`config.mk`:
```
export PLATFORM = sky130hd
export DESIGN_NAME = egress_ptr_queue_flat
export DESIGN_NICKNAME = d
export VERILOG_FILES = /design/src/rtl/mem_pkg.sv /design/src/rtl/egress_ptr_queue_if.sv /design/src/rtl/egress_ptr_queue_fifo.sv /design/src/rtl/egress_ptr_queue.sv /design/src/flat_wrapper.sv
export SDC_FILE = /design/constraint.sdc
export NUM_CORES = 1
export LEC_CHECK = 0
export ABC_AREA = 1
export BUFFER_PORTS_ARGS = -buffer_cell sky130_fd_sc_hd__buf_4
export CAP_MARGIN = 20
export CORE_MARGIN = 2
export CORE_UTILIZATION = 60
export DETAILED_ROUTE_END_ITERATION = 8
export MAX_ROUTING_LAYER = met4
export PLACE_DENSITY = 0.79
export SYNTH_ARGS = -nofsm -noshare
export SYNTH_HDL_FRONTEND = slang
export SYNTH_SLANG_ARGS = --single-unit
```
`constraint.sdc`:
```
create_clock -name clk -period 2.9 [get_ports clk]
set_clock_uncertainty 0.05 [all_clocks]
set_input_delay 0.145 -clock clk [delete_from_list [all_inputs] [get_ports clk]]
set_output_delay 0.145 -clock clk [all_outputs]
set_load 0.1 [all_outputs]
```
`src/rtl/mem_pkg.sv`:
```
// rtl/mem_pkg.sv - shared buffer-memory pointer width and counter constants
package mem_pkg;
  localparam int ADDR_W     = 12;
  localparam int DROP_CNT_W = 16;

  typedef logic [ADDR_W-1:0] ptr_t;
endpackage

```
`src/rtl/egress_ptr_queue_if.sv`:
```
// rtl/egress_ptr_queue_if.sv - push/pop/fanout bundle between translator, frame readers and egress queues
interface egress_ptr_queue_if
  import mem_pkg::*;
#(
  parameter int NUM_PORTS = 4
);
  localparam int FC_W = $clog2(NUM_PORTS + 1);

  logic [NUM_PORTS-1:0]        write_reqs_i;
  ptr_t [NUM_PORTS-1:0]        start_ptrs_i;
  logic [NUM_PORTS-1:0]        pop_i;
  ptr_t [NUM_PORTS-1:0]        ptr_o;
  logic [NUM_PORTS-1:0]        ptr_valid_o;
  logic [NUM_PORTS-1:0]        full_o;
  logic                        fanout_valid_o;
  ptr_t                        fanout_ptr_o;
  logic [FC_W-1:0]             fanout_cnt_o;

  modport master (
    output write_reqs_i, start_ptrs_i, pop_i,
    input  ptr_o, ptr_valid_o, full_o, fanout_valid_o, fanout_ptr_o, fanout_cnt_o
  );

  modport slave (
    input  write_reqs_i, start_ptrs_i, pop_i,
    output ptr_o, ptr_valid_o, full_o, fanout_valid_o, fanout_ptr_o, fanout_cnt_o
  );
endinterface

```
`src/rtl/egress_ptr_queue_fifo.sv`:
```
// rtl/egress_ptr_queue_fifo.sv - ptr_fifo: single-port show-ahead pointer FIFO for one egress port
module ptr_fifo
  import mem_pkg::*;
#(
  parameter int DEPTH = 8
) (
  input  logic clk,
  input  logic rst,
  input  logic push,
  input  logic pop,
  input  ptr_t din,
  output ptr_t dout,
  output logic valid,
  output logic full,
  output logic push_ok,
  output logic drop
);
  localparam int IDX_W = $clog2(DEPTH);
  localparam int CNT_W = IDX_W + 1;

  ptr_t             mem [DEPTH];
  logic [IDX_W-1:0] rd_idx;
  logic [IDX_W-1:0] wr_idx;
  logic [CNT_W-1:0] count;
  logic             pop_ok;

  assign valid   = (count != '0);
  assign full    = (count == CNT_W'(DEPTH));
  assign pop_ok  = pop && valid;
  // A full queue can still take a push when the head leaves in the same cycle.
  assign push_ok = push && (!full || pop_ok);
  assign drop    = push && !push_ok;
  assign dout    = mem[rd_idx];

  always_ff @(posedge clk) begin
    if (rst) begin
      rd_idx <= '0;
      wr_idx <= '0;
      count  <= '0;
    end else begin
      if (push_ok) wr_idx <= wr_idx + IDX_W'(1);
      if (pop_ok)  rd_idx <= rd_idx + IDX_W'(1);
      if (push_ok && !pop_ok)      count <= count + CNT_W'(1);
      else if (pop_ok && !push_ok) count <= count - CNT_W'(1);
    end
  end

  always_ff @(posedge clk) begin
    if (!rst && push_ok) mem[wr_idx] <= din;
  end
endmodule

```
`src/rtl/egress_ptr_queue.sv`:
```
// rtl/egress_ptr_queue.sv - per-port egress pointer queues with fanout report
// Optional per-port drop counters enabled by EGRESS_DROP_CNT_EN.
module egress_ptr_queue
  import mem_pkg::*;
#(
  parameter int NUM_PORTS = 4,
  parameter int DEPTH     = 8
) (
  input logic                  clk,
  input logic                  rst,
  egress_ptr_queue_if.slave    q
`ifdef EGRESS_DROP_CNT_EN
  ,
  output logic [NUM_PORTS-1:0][DROP_CNT_W-1:0] drop_cnt_o
`endif
);
  localparam int FC_W = $clog2(NUM_PORTS + 1);

  logic [NUM_PORTS-1:0] push_ok;
  logic [NUM_PORTS-1:0] drop;
  logic [FC_W-1:0]      accept_cnt;
  ptr_t                 lead_ptr;

  for (genvar p = 0; p < NUM_PORTS; p++) begin : g_port
    ptr_fifo #(.DEPTH(DEPTH)) u_fifo (
      .clk     (clk),
      .rst     (rst),
      .push    (q.write_reqs_i[p]),
      .pop     (q.pop_i[p]),
      .din     (q.start_ptrs_i[p]),
      .dout    (q.ptr_o[p]),
      .valid   (q.ptr_valid_o[p]),
      .full    (q.full_o[p]),
      .push_ok (push_ok[p]),
      .drop    (drop[p])
    );
  end

  // Walk high to low so the lowest-indexed requester wins the reported pointer.
  always_comb begin
    accept_cnt = '0;
    lead_ptr   = '0;
    for (int p = NUM_PORTS - 1; p >= 0; p--) begin
      accept_cnt = accept_cnt + FC_W'(push_ok[p]);
      if (q.write_reqs_i[p]) lead_ptr = q.start_ptrs_i[p];
    end
  end

  always_ff @(posedge clk) begin
    if (rst) begin
      q.fanout_valid_o <= 1'b0;
      q.fanout_cnt_o   <= '0;
      q.fanout_ptr_o   <= '0;
    end else begin
      q.fanout_valid_o <= |q.write_reqs_i;
      q.fanout_cnt_o   <= accept_cnt;
      q.fanout_ptr_o   <= lead_ptr;
    end
  end

`ifdef EGRESS_DROP_CNT_EN
  always_ff @(posedge clk) begin
    for (int p = 0; p < NUM_PORTS; p++) begin
      if (rst) drop_cnt_o[p] <= '0;
      else if (drop[p] && drop_cnt_o[p] != '1) drop_cnt_o[p] <= drop_cnt_o[p] + DROP_CNT_W'(1);
    end
  end
`else
  logic unused_drop;
  assign unused_drop = ^drop;
`endif
endmodule

```
`src/flat_wrapper.sv`:
```
// flat-port wrapper written by rule: the top's interface ports become plain ports
module egress_ptr_queue_flat import mem_pkg::*;
#(
  parameter int NUM_PORTS = 4,
  parameter int DEPTH     = 8
)
  (clk, rst, q_write_reqs_i, q_start_ptrs_i, q_pop_i, q_ptr_o, q_ptr_valid_o, q_full_o, q_fanout_valid_o, q_fanout_ptr_o, q_fanout_cnt_o);
  egress_ptr_queue_if #(.NUM_PORTS(NUM_PORTS)) q_i ();
  input logic clk;
  input logic rst;
  input wire logic [$bits(q_i.write_reqs_i)-1:0] q_write_reqs_i;
  input wire logic [$bits(q_i.start_ptrs_i)-1:0] q_start_ptrs_i;
  input wire logic [$bits(q_i.pop_i)-1:0] q_pop_i;
  output wire logic [$bits(q_i.ptr_o)-1:0] q_ptr_o;
  output wire logic [$bits(q_i.ptr_valid_o)-1:0] q_ptr_valid_o;
  output wire logic [$bits(q_i.full_o)-1:0] q_full_o;
  output wire logic [$bits(q_i.fanout_valid_o)-1:0] q_fanout_valid_o;
  output wire logic [$bits(q_i.fanout_ptr_o)-1:0] q_fanout_ptr_o;
  output wire logic [$bits(q_i.fanout_cnt_o)-1:0] q_fanout_cnt_o;
  assign q_i.write_reqs_i = q_write_reqs_i;
  assign q_i.start_ptrs_i = q_start_ptrs_i;
  assign q_i.pop_i = q_pop_i;
  assign q_ptr_o = q_i.ptr_o;
  assign q_ptr_valid_o = q_i.ptr_valid_o;
  assign q_full_o = q_i.full_o;
  assign q_fanout_valid_o = q_i.fanout_valid_o;
  assign q_fanout_ptr_o = q_i.fanout_ptr_o;
  assign q_fanout_cnt_o = q_i.fanout_cnt_o;
  egress_ptr_queue #(.NUM_PORTS(NUM_PORTS), .DEPTH(DEPTH)) u_core (.clk(clk), .rst(rst), .q(q_i));
endmodule
```
* Yosys cells after proc, flatten, opt, wreduce, memory -nomap -nowiden
Memories as Yosys holds them, arrays and structs flattened. A register that Yosys moved wholly into a read port is not among the register bits.
Index checks and enable logic that the tools add are counted.
** Word-level totals
- Register bits after elaboration :: 56
- Bits in writable memories :: 384
- Input bits :: 58
- Output and inout bits :: 72
- Logic and storage cells :: 116
- Memories kept :: 4
** Cells by class
- Add/subtract/negate cells :: 19
- Equality and inequality tests :: 4
- Muxes and demuxes :: 28
- Reductions and logical operators :: 46
** Memories
- u_core.g_port[0].u_fifo.mem :: depth 8, bits a word 12, read ports 1, clocked after memory_dff 1, wr ports 1, line egress_ptr_queue_fifo.sv:21 : ptr_t mem [DEPTH];
- u_core.g_port[1].u_fifo.mem :: depth 8, bits a word 12, read ports 1, clocked after memory_dff 1, wr ports 1, line egress_ptr_queue_fifo.sv:21
- u_core.g_port[2].u_fifo.mem :: depth 8, bits a word 12, read ports 1, clocked after memory_dff 1, wr ports 1, line egress_ptr_queue_fifo.sv:21
- u_core.g_port[3].u_fifo.mem :: depth 8, bits a word 12, read ports 1, clocked after memory_dff 1, wr ports 1, line egress_ptr_queue_fifo.sv:21
** Operators with widths (count)
- 12-bit two-way mux :: 4
- 4-bit two-way mux :: 8
- 3-bit by 1-bit adder with 3-bit output, second input constant :: 8
- 3-bit two-way mux :: 8
- 1-bit logical AND :: 20
- 4-bit by 1-bit adder with 4-bit output, second input constant :: 4
- 4-bit equality test, second input constant :: 4
- 4-bit nonzero test :: 4
- 4-bit by 1-bit subtractor with 4-bit output, second input constant :: 4
- 1-bit zero test :: 13
- 1-bit two-way mux :: 8
- 2-bit nonzero test :: 4
- 3-bit by 1-bit adder with 3-bit output :: 2
- 1-bit logical OR :: 4
- 4-bit OR reduction :: 1
- 1-bit by 1-bit adder with 2-bit output :: 1

* Logic depth before layout (Yosys ltp)
- Word-level depth :: 8
- Depth in mapped cells :: 14
- Mapped depth without buffers :: 14

* Cells and area by module
Synthesis repeated with hierarchy kept, for this count alone.
** Second synthesis, totals
- Cell total of the unflattened synthesis :: 1764
- Area total of the unflattened synthesis :: 18961.9 um^2
** By module, submodules not included
- ptr_fifo at u_core.g_port[2].u_fifo ... :: instances 2, cells each 423, area each 4529.3 um^2, sequential area each 3143.0 um^2
- ptr_fifo at u_core.g_port[0].u_fifo ... :: instances 2, cells each 395, area each 4489.3 um^2, sequential area each 3143.0 um^2
- egress_ptr_queue :: instances 1, cells each 128, area each 924.6 um^2, sequential area each 320.3 um^2

* Worst setup path before layout
Ideal clock, no wire load.
- Kind :: reg2reg
- Start point :: register u_core.g_port[1].u_fifo.count[0]
- End point :: register u_core.g_port[1].u_fifo.count[3]
- Setup time :: 0.109 ns
- Arrival time :: 1.904 ns
- Data required time :: 2.741 ns
- Path slack :: 0.837 ns
- Stages on the path, launching flop included :: 13
- Buffers on the path :: 0
- Clock period less this slack :: 2.063 ns
- Cells stage by stage :: dfxtp_1 > nor2_2 > nand4_2 > nand2_1 > inv_1 > ha_1 > inv_1 > ha_1 > or2_2 > nand3_1 > nand3_1 > nand2_1 > inv_1
** On the way
- Word-level cells in the longest chain between the ends :: 7
- Elaborated cells on any way between the ends :: 15
- Those cells by class :: 2 x add/sub; 1 x eq/ne; 2 x mux; 10 x reduce/logical
** RTL lines
- start, declared :: line egress_ptr_queue_fifo.sv:24 : logic [CNT_W-1:0] count;
- start signal, assigned :: line egress_ptr_queue_fifo.sv:43 : if (push_ok && !pop_ok) count <= count + CNT_W'(1);
- start signal, assigned :: line egress_ptr_queue_fifo.sv:44 : else if (pop_ok && !push_ok) count <= count - CNT_W'(1);
- parallel branches: the longest is 7 deep, another holds 4-bit by 1-bit subtractor with 4-bit output
Several ways; the timed one is not identified. The select of a mux whose other input is x is not followed.
A chain may end at the register's enable or synchronous reset.

==> impl_summary.log <==
[metrics] proportion of synthesized chip area in sequential cells: 68.4%
[metrics] run status: completed
[metrics] maximum cell stage delay along the critical path: 0.56 ns
[metrics] postcts setup bufs: 0
[metrics] master of the slowest instance on the critical path: sky130_fd_sc_hd__inv_2
[metrics] post-detailed-route wirelength per cell: 18.3 um
[metrics] first drt pass iteration count: 5
[metrics] Synth top area share: roughly three fifths
[metrics] share of the clock period used by the worst path: 86.9%
[metrics] crit path time final: 2.52 ns
[metrics] TNS Setup: 0 ns
[metrics] number of maximum-capacitance constraint violations: 0
[metrics] post-detailed-route via-to-cell ratio: ~5.6
[metrics] DIE AREA: 0.0329 sq mm
[metrics] via count of the routed design: around 13,000
[metrics] top cells by area, synth: sky130_fd_sc_hd__edfxtp_1 (61%), sky130_fd_sc_hd__nor2_1 (7.4%), sky130_fd_sc_hd__dfxtp_1 (7.2%)
[metrics] setup repair after global routing missed its margin: false
[metrics] most common flop cell mapped by yosys: sky130_fd_sc_hd__edfxtp_1
[metrics] number of global-route vias before repair: 12,607
[metrics] fraction of layout instances using a drive strength above 1: 14.4%
[metrics] CTS tree: done
[metrics] GP Congestion: 0.884
[metrics] source-to-sink clock delay at the later pin of the worst-skew pair: 0.53 ns
[metrics] power per cell area: 959 mW/mm^2
[metrics] Antenna Nets Post-Route: 0
[metrics] estimated wirelength of the detail-placed design: 25.7 mm
[metrics] sort of element at the start of the critical path: flip-flop
[metrics] initial drt markers: 1,356
[metrics] Hold-fix buffers, CTS: 58
[metrics] post-synth cell types: 32
[metrics] flops & latches, synth: between 400 and 500
[metrics] final global-route overflow total: 0
[metrics] clock root buffer: sky130_fd_sc_hd__clkbuf_16
[metrics] Max-slew headroom: 44.2%
[metrics] top achievable clock speed: 0.397 GHz
[metrics] number of buffers and inverters on the critical path: 3
[metrics] cell taking the most area after synthesis: sky130_fd_sc_hd__edfxtp_1
[metrics] cell row count: between 60 and 70
[metrics] layout filler cell count: 2,094
[metrics] total global routing track utilization: 26.7%
[metrics] final-report hold violation count: 0
[metrics] path class of the lowest-slack min-delay path: primary input to flip-flop
[metrics] number of I/O pins: 130
[metrics] post-detailed-routing wire length: 42.5 mm
[metrics] Final Net Count: 1,975
[metrics] CTS buffer count: 43
[metrics] total setup violations reported at the end of the flow: 0
[metrics] fin. max-slew vios: 0
[metrics] Chip Width: around 180 um
[metrics] endpoint arrival time on the critical path: 2.33 ns
[metrics] number of instances in the synthesized netlist: 1,698
[metrics] pin count of the biggest net entering global routing: approximately 50
[metrics] leakage dissipation: 0.00837 uW
[metrics] DRC violation count after routing: 0
[metrics] maximum buffer depth of the clock tree: 3
[metrics] Syn. warnings: 0
[metrics] class of the most critical setup path: flip-flop to primary output
[metrics] synthesized area per cell: 11.1 sq um
[metrics] synthesized cell area: 0.0189 sq mm
[metrics] y dimension of the die: 181 um
[metrics] asr flop ratio synth: 0%
[metrics] final hold slack: 0.354 ns
[metrics] effective utilization at floorplan: 61.3%
[metrics] count of input and output buffers: roughly 130
[metrics] Gates resized, CTS repair: 0
[metrics] clock sink total: ~450
[metrics] net count of the mapped netlist: 1,783
[metrics] kind of capture point of the worst setup path: primary output
[metrics] biggest fanout along the worst timing path: 47
[metrics] Top Family by Delay on Critical Path: buffers and inverters
[metrics] number of enable-type register cells in the synthesized netlist: 384
[metrics] wire length of the first global-routing pass: roughly 67 mm
[metrics] data required time at the worst endpoint: around 2.7 ns
[metrics] H-tree Lvls: 2
[metrics] core area: 0.0307 sq mm
[metrics] antenna violations before repair: 1
[metrics] chain of cells forming the critical path: inv_2, buf_4, nor2_1, o21ai_1, nand2_1, nand2_1, buf_4
[metrics] Area growth, synth to finish: 16.8%
[metrics] Peak supply drop: ~0.73 mV
[metrics] transition time at the pin with the least slew margin: 0.836 ns
[metrics] clk slew on worst S/H paths: 0.06 ns
[through the flow]
step,instances,total power (uW),util (%),worst slack [ns],instance area [sq um]
3_5_place_dp,2183,15700,65.3,0.611,20100
5_1_grt,2319,22100,71.7,0.183,22000
3_3_place_gp,2183,15500,65.3,0.701,20100
2_1_floorplan,1698,14300,-,0.837,18900
6_report,2319,21100,71.7,0.379,22000
4_1_cts,2318,21200,71.6,0.383,22000
[state kept, by name, indices dropped and copies added, names as in the netlist, named ones only]
| register | flops |
|---|---|
| u_core.g_port.u_fifo.mem | 384 |
| u_core.g_port.u_fifo.count | 16 |
| u_core.g_port.u_fifo.rd_idx | 12 |
| u_core.g_port.u_fifo.wr_idx | 12 |
| u_core.q.fanout_ptr_o | 12 |
| u_core.q.fanout_cnt_o | 3 |
| u_core.q.fanout_valid_o | 1 |
[worst reg2reg max path, stage by stage (launching register included)]
cell                      delay (ns)
sky130_fd_sc_hd__dfxtp_1        0.38
sky130_fd_sc_hd__nor2_2         0.19
sky130_fd_sc_hd__nand4_2        0.19
sky130_fd_sc_hd__nand2_1        0.11
sky130_fd_sc_hd__inv_1          0.09
sky130_fd_sc_hd__ha_1           0.23
sky130_fd_sc_hd__inv_1          0.14
sky130_fd_sc_hd__ha_1           0.28
sky130_fd_sc_hd__or2_2          0.32
sky130_fd_sc_hd__nand3_1        0.09
sky130_fd_sc_hd__nand3_1        0.08
sky130_fd_sc_hd__nand2_1        0.07
sky130_fd_sc_hd__inv_1          0.04
[report_power, final]
part | total [uW] | switching [uW] | internal (uW)
Clock | 5430 | 2290 | 3140
Sequential | 7630 | 238 | 7390
Combinational | 8080 | 6180 | 1900
Total | 21100 | 8700 | 12400
[worst paths after layout]
kind	startpoint	to	slack, ns	depth (start not counted)
max	flip-flop	q_ptr_o[20]	0.38	7
min	q_start_ptrs_i[35]	u_core.g_port[2].u_fifo.mem[1][11]	0.35	2
max reg2reg	u_core.g_port[1].u_fifo.count[0]	u_core.g_port[1].u_fifo.count[3]	0.55	12
min reg2reg	u_core.g_port[0].u_fifo.rd_idx[2]	u_core.g_port[0].u_fifo.rd_idx[2]	0.45	2
[cells in the mapped netlist (5+ instances only)]
cell                       count
sky130_fd_sc_hd__buf_2        24
sky130_fd_sc_hd__xor2_1       10
sky130_fd_sc_hd__fa_1          5
sky130_fd_sc_hd__o21ai_1     139
sky130_fd_sc_hd__buf_4        14
sky130_fd_sc_hd__clkbuf_1     18
sky130_fd_sc_hd__dfxtp_1      68
sky130_fd_sc_hd__clkbuf_2      8
sky130_fd_sc_hd__o21ai_0     184
sky130_fd_sc_hd__nor2_1      374
sky130_fd_sc_hd__buf_6        23
sky130_fd_sc_hd__nand3_2       6
sky130_fd_sc_hd__inv_1        59
sky130_fd_sc_hd__edfxtp_1    384
sky130_fd_sc_hd__a21oi_1      51
sky130_fd_sc_hd__nand3b_1      6
sky130_fd_sc_hd__inv_2         8
sky130_fd_sc_hd__ha_1         22
sky130_fd_sc_hd__nand2_1     242
sky130_fd_sc_hd__nand3_1      23
[layout make-up]
type	instances	area, sq um	area share [%]
sequential	452	12900	58.5
clock inverter	20	153	0.693
clock buffer	57	1220	5.55
antenna	1	2.50	0.0114
timing repair buffer	238	1940	8.82
tap	396	495	2.25
multi-input combinational	1088	5070	23.0
inverter	67	251	1.14
[routing by layer]
layer	wire (um)	share of wire, %	GRT usage (%)
met3	3030	7.1	3.97
met4	1750	4.1	11.6
met1	17300	41	34.9
met2	20400	48	41.9
met5	0	0	-
[logic make-up after synthesis]
family | Yosys count | synth area share [%]
compound gates | 379 | 10.1
flops | 452 | 68.4
buf+inv | 158 | 4.73
fa+ha+maj | 27 | 1.99
simple gates | 671 | 14.3
xor+xnor | 11 | 0.511
[cell usage in the layout (no fill, tap or decap), types with 5 or more instances in the layout]
cell type	n
sky130_fd_sc_hd__edfxtp_1	384
sky130_fd_sc_hd__nor2_1	374
sky130_fd_sc_hd__nand2_1	242
sky130_fd_sc_hd__o21ai_0	184
sky130_fd_sc_hd__buf_4	179
sky130_fd_sc_hd__o21ai_1	139
sky130_fd_sc_hd__dfxtp_1	68
sky130_fd_sc_hd__inv_1	59
sky130_fd_sc_hd__dlygate4sd3_1	58
sky130_fd_sc_hd__a21oi_1	51
sky130_fd_sc_hd__clkbuf_16	46
sky130_fd_sc_hd__nand3_1	23
sky130_fd_sc_hd__ha_1	22
sky130_fd_sc_hd__xor2_1	10
sky130_fd_sc_hd__inv_2	8
sky130_fd_sc_hd__clkinv_2	8
sky130_fd_sc_hd__clkbuf_1	8
sky130_fd_sc_hd__nand3_2	6
sky130_fd_sc_hd__nand3b_1	6
sky130_fd_sc_hd__clkinv_1	6
sky130_fd_sc_hd__fa_1	5
No activity file was read; power rests on OpenSTA's default activity.
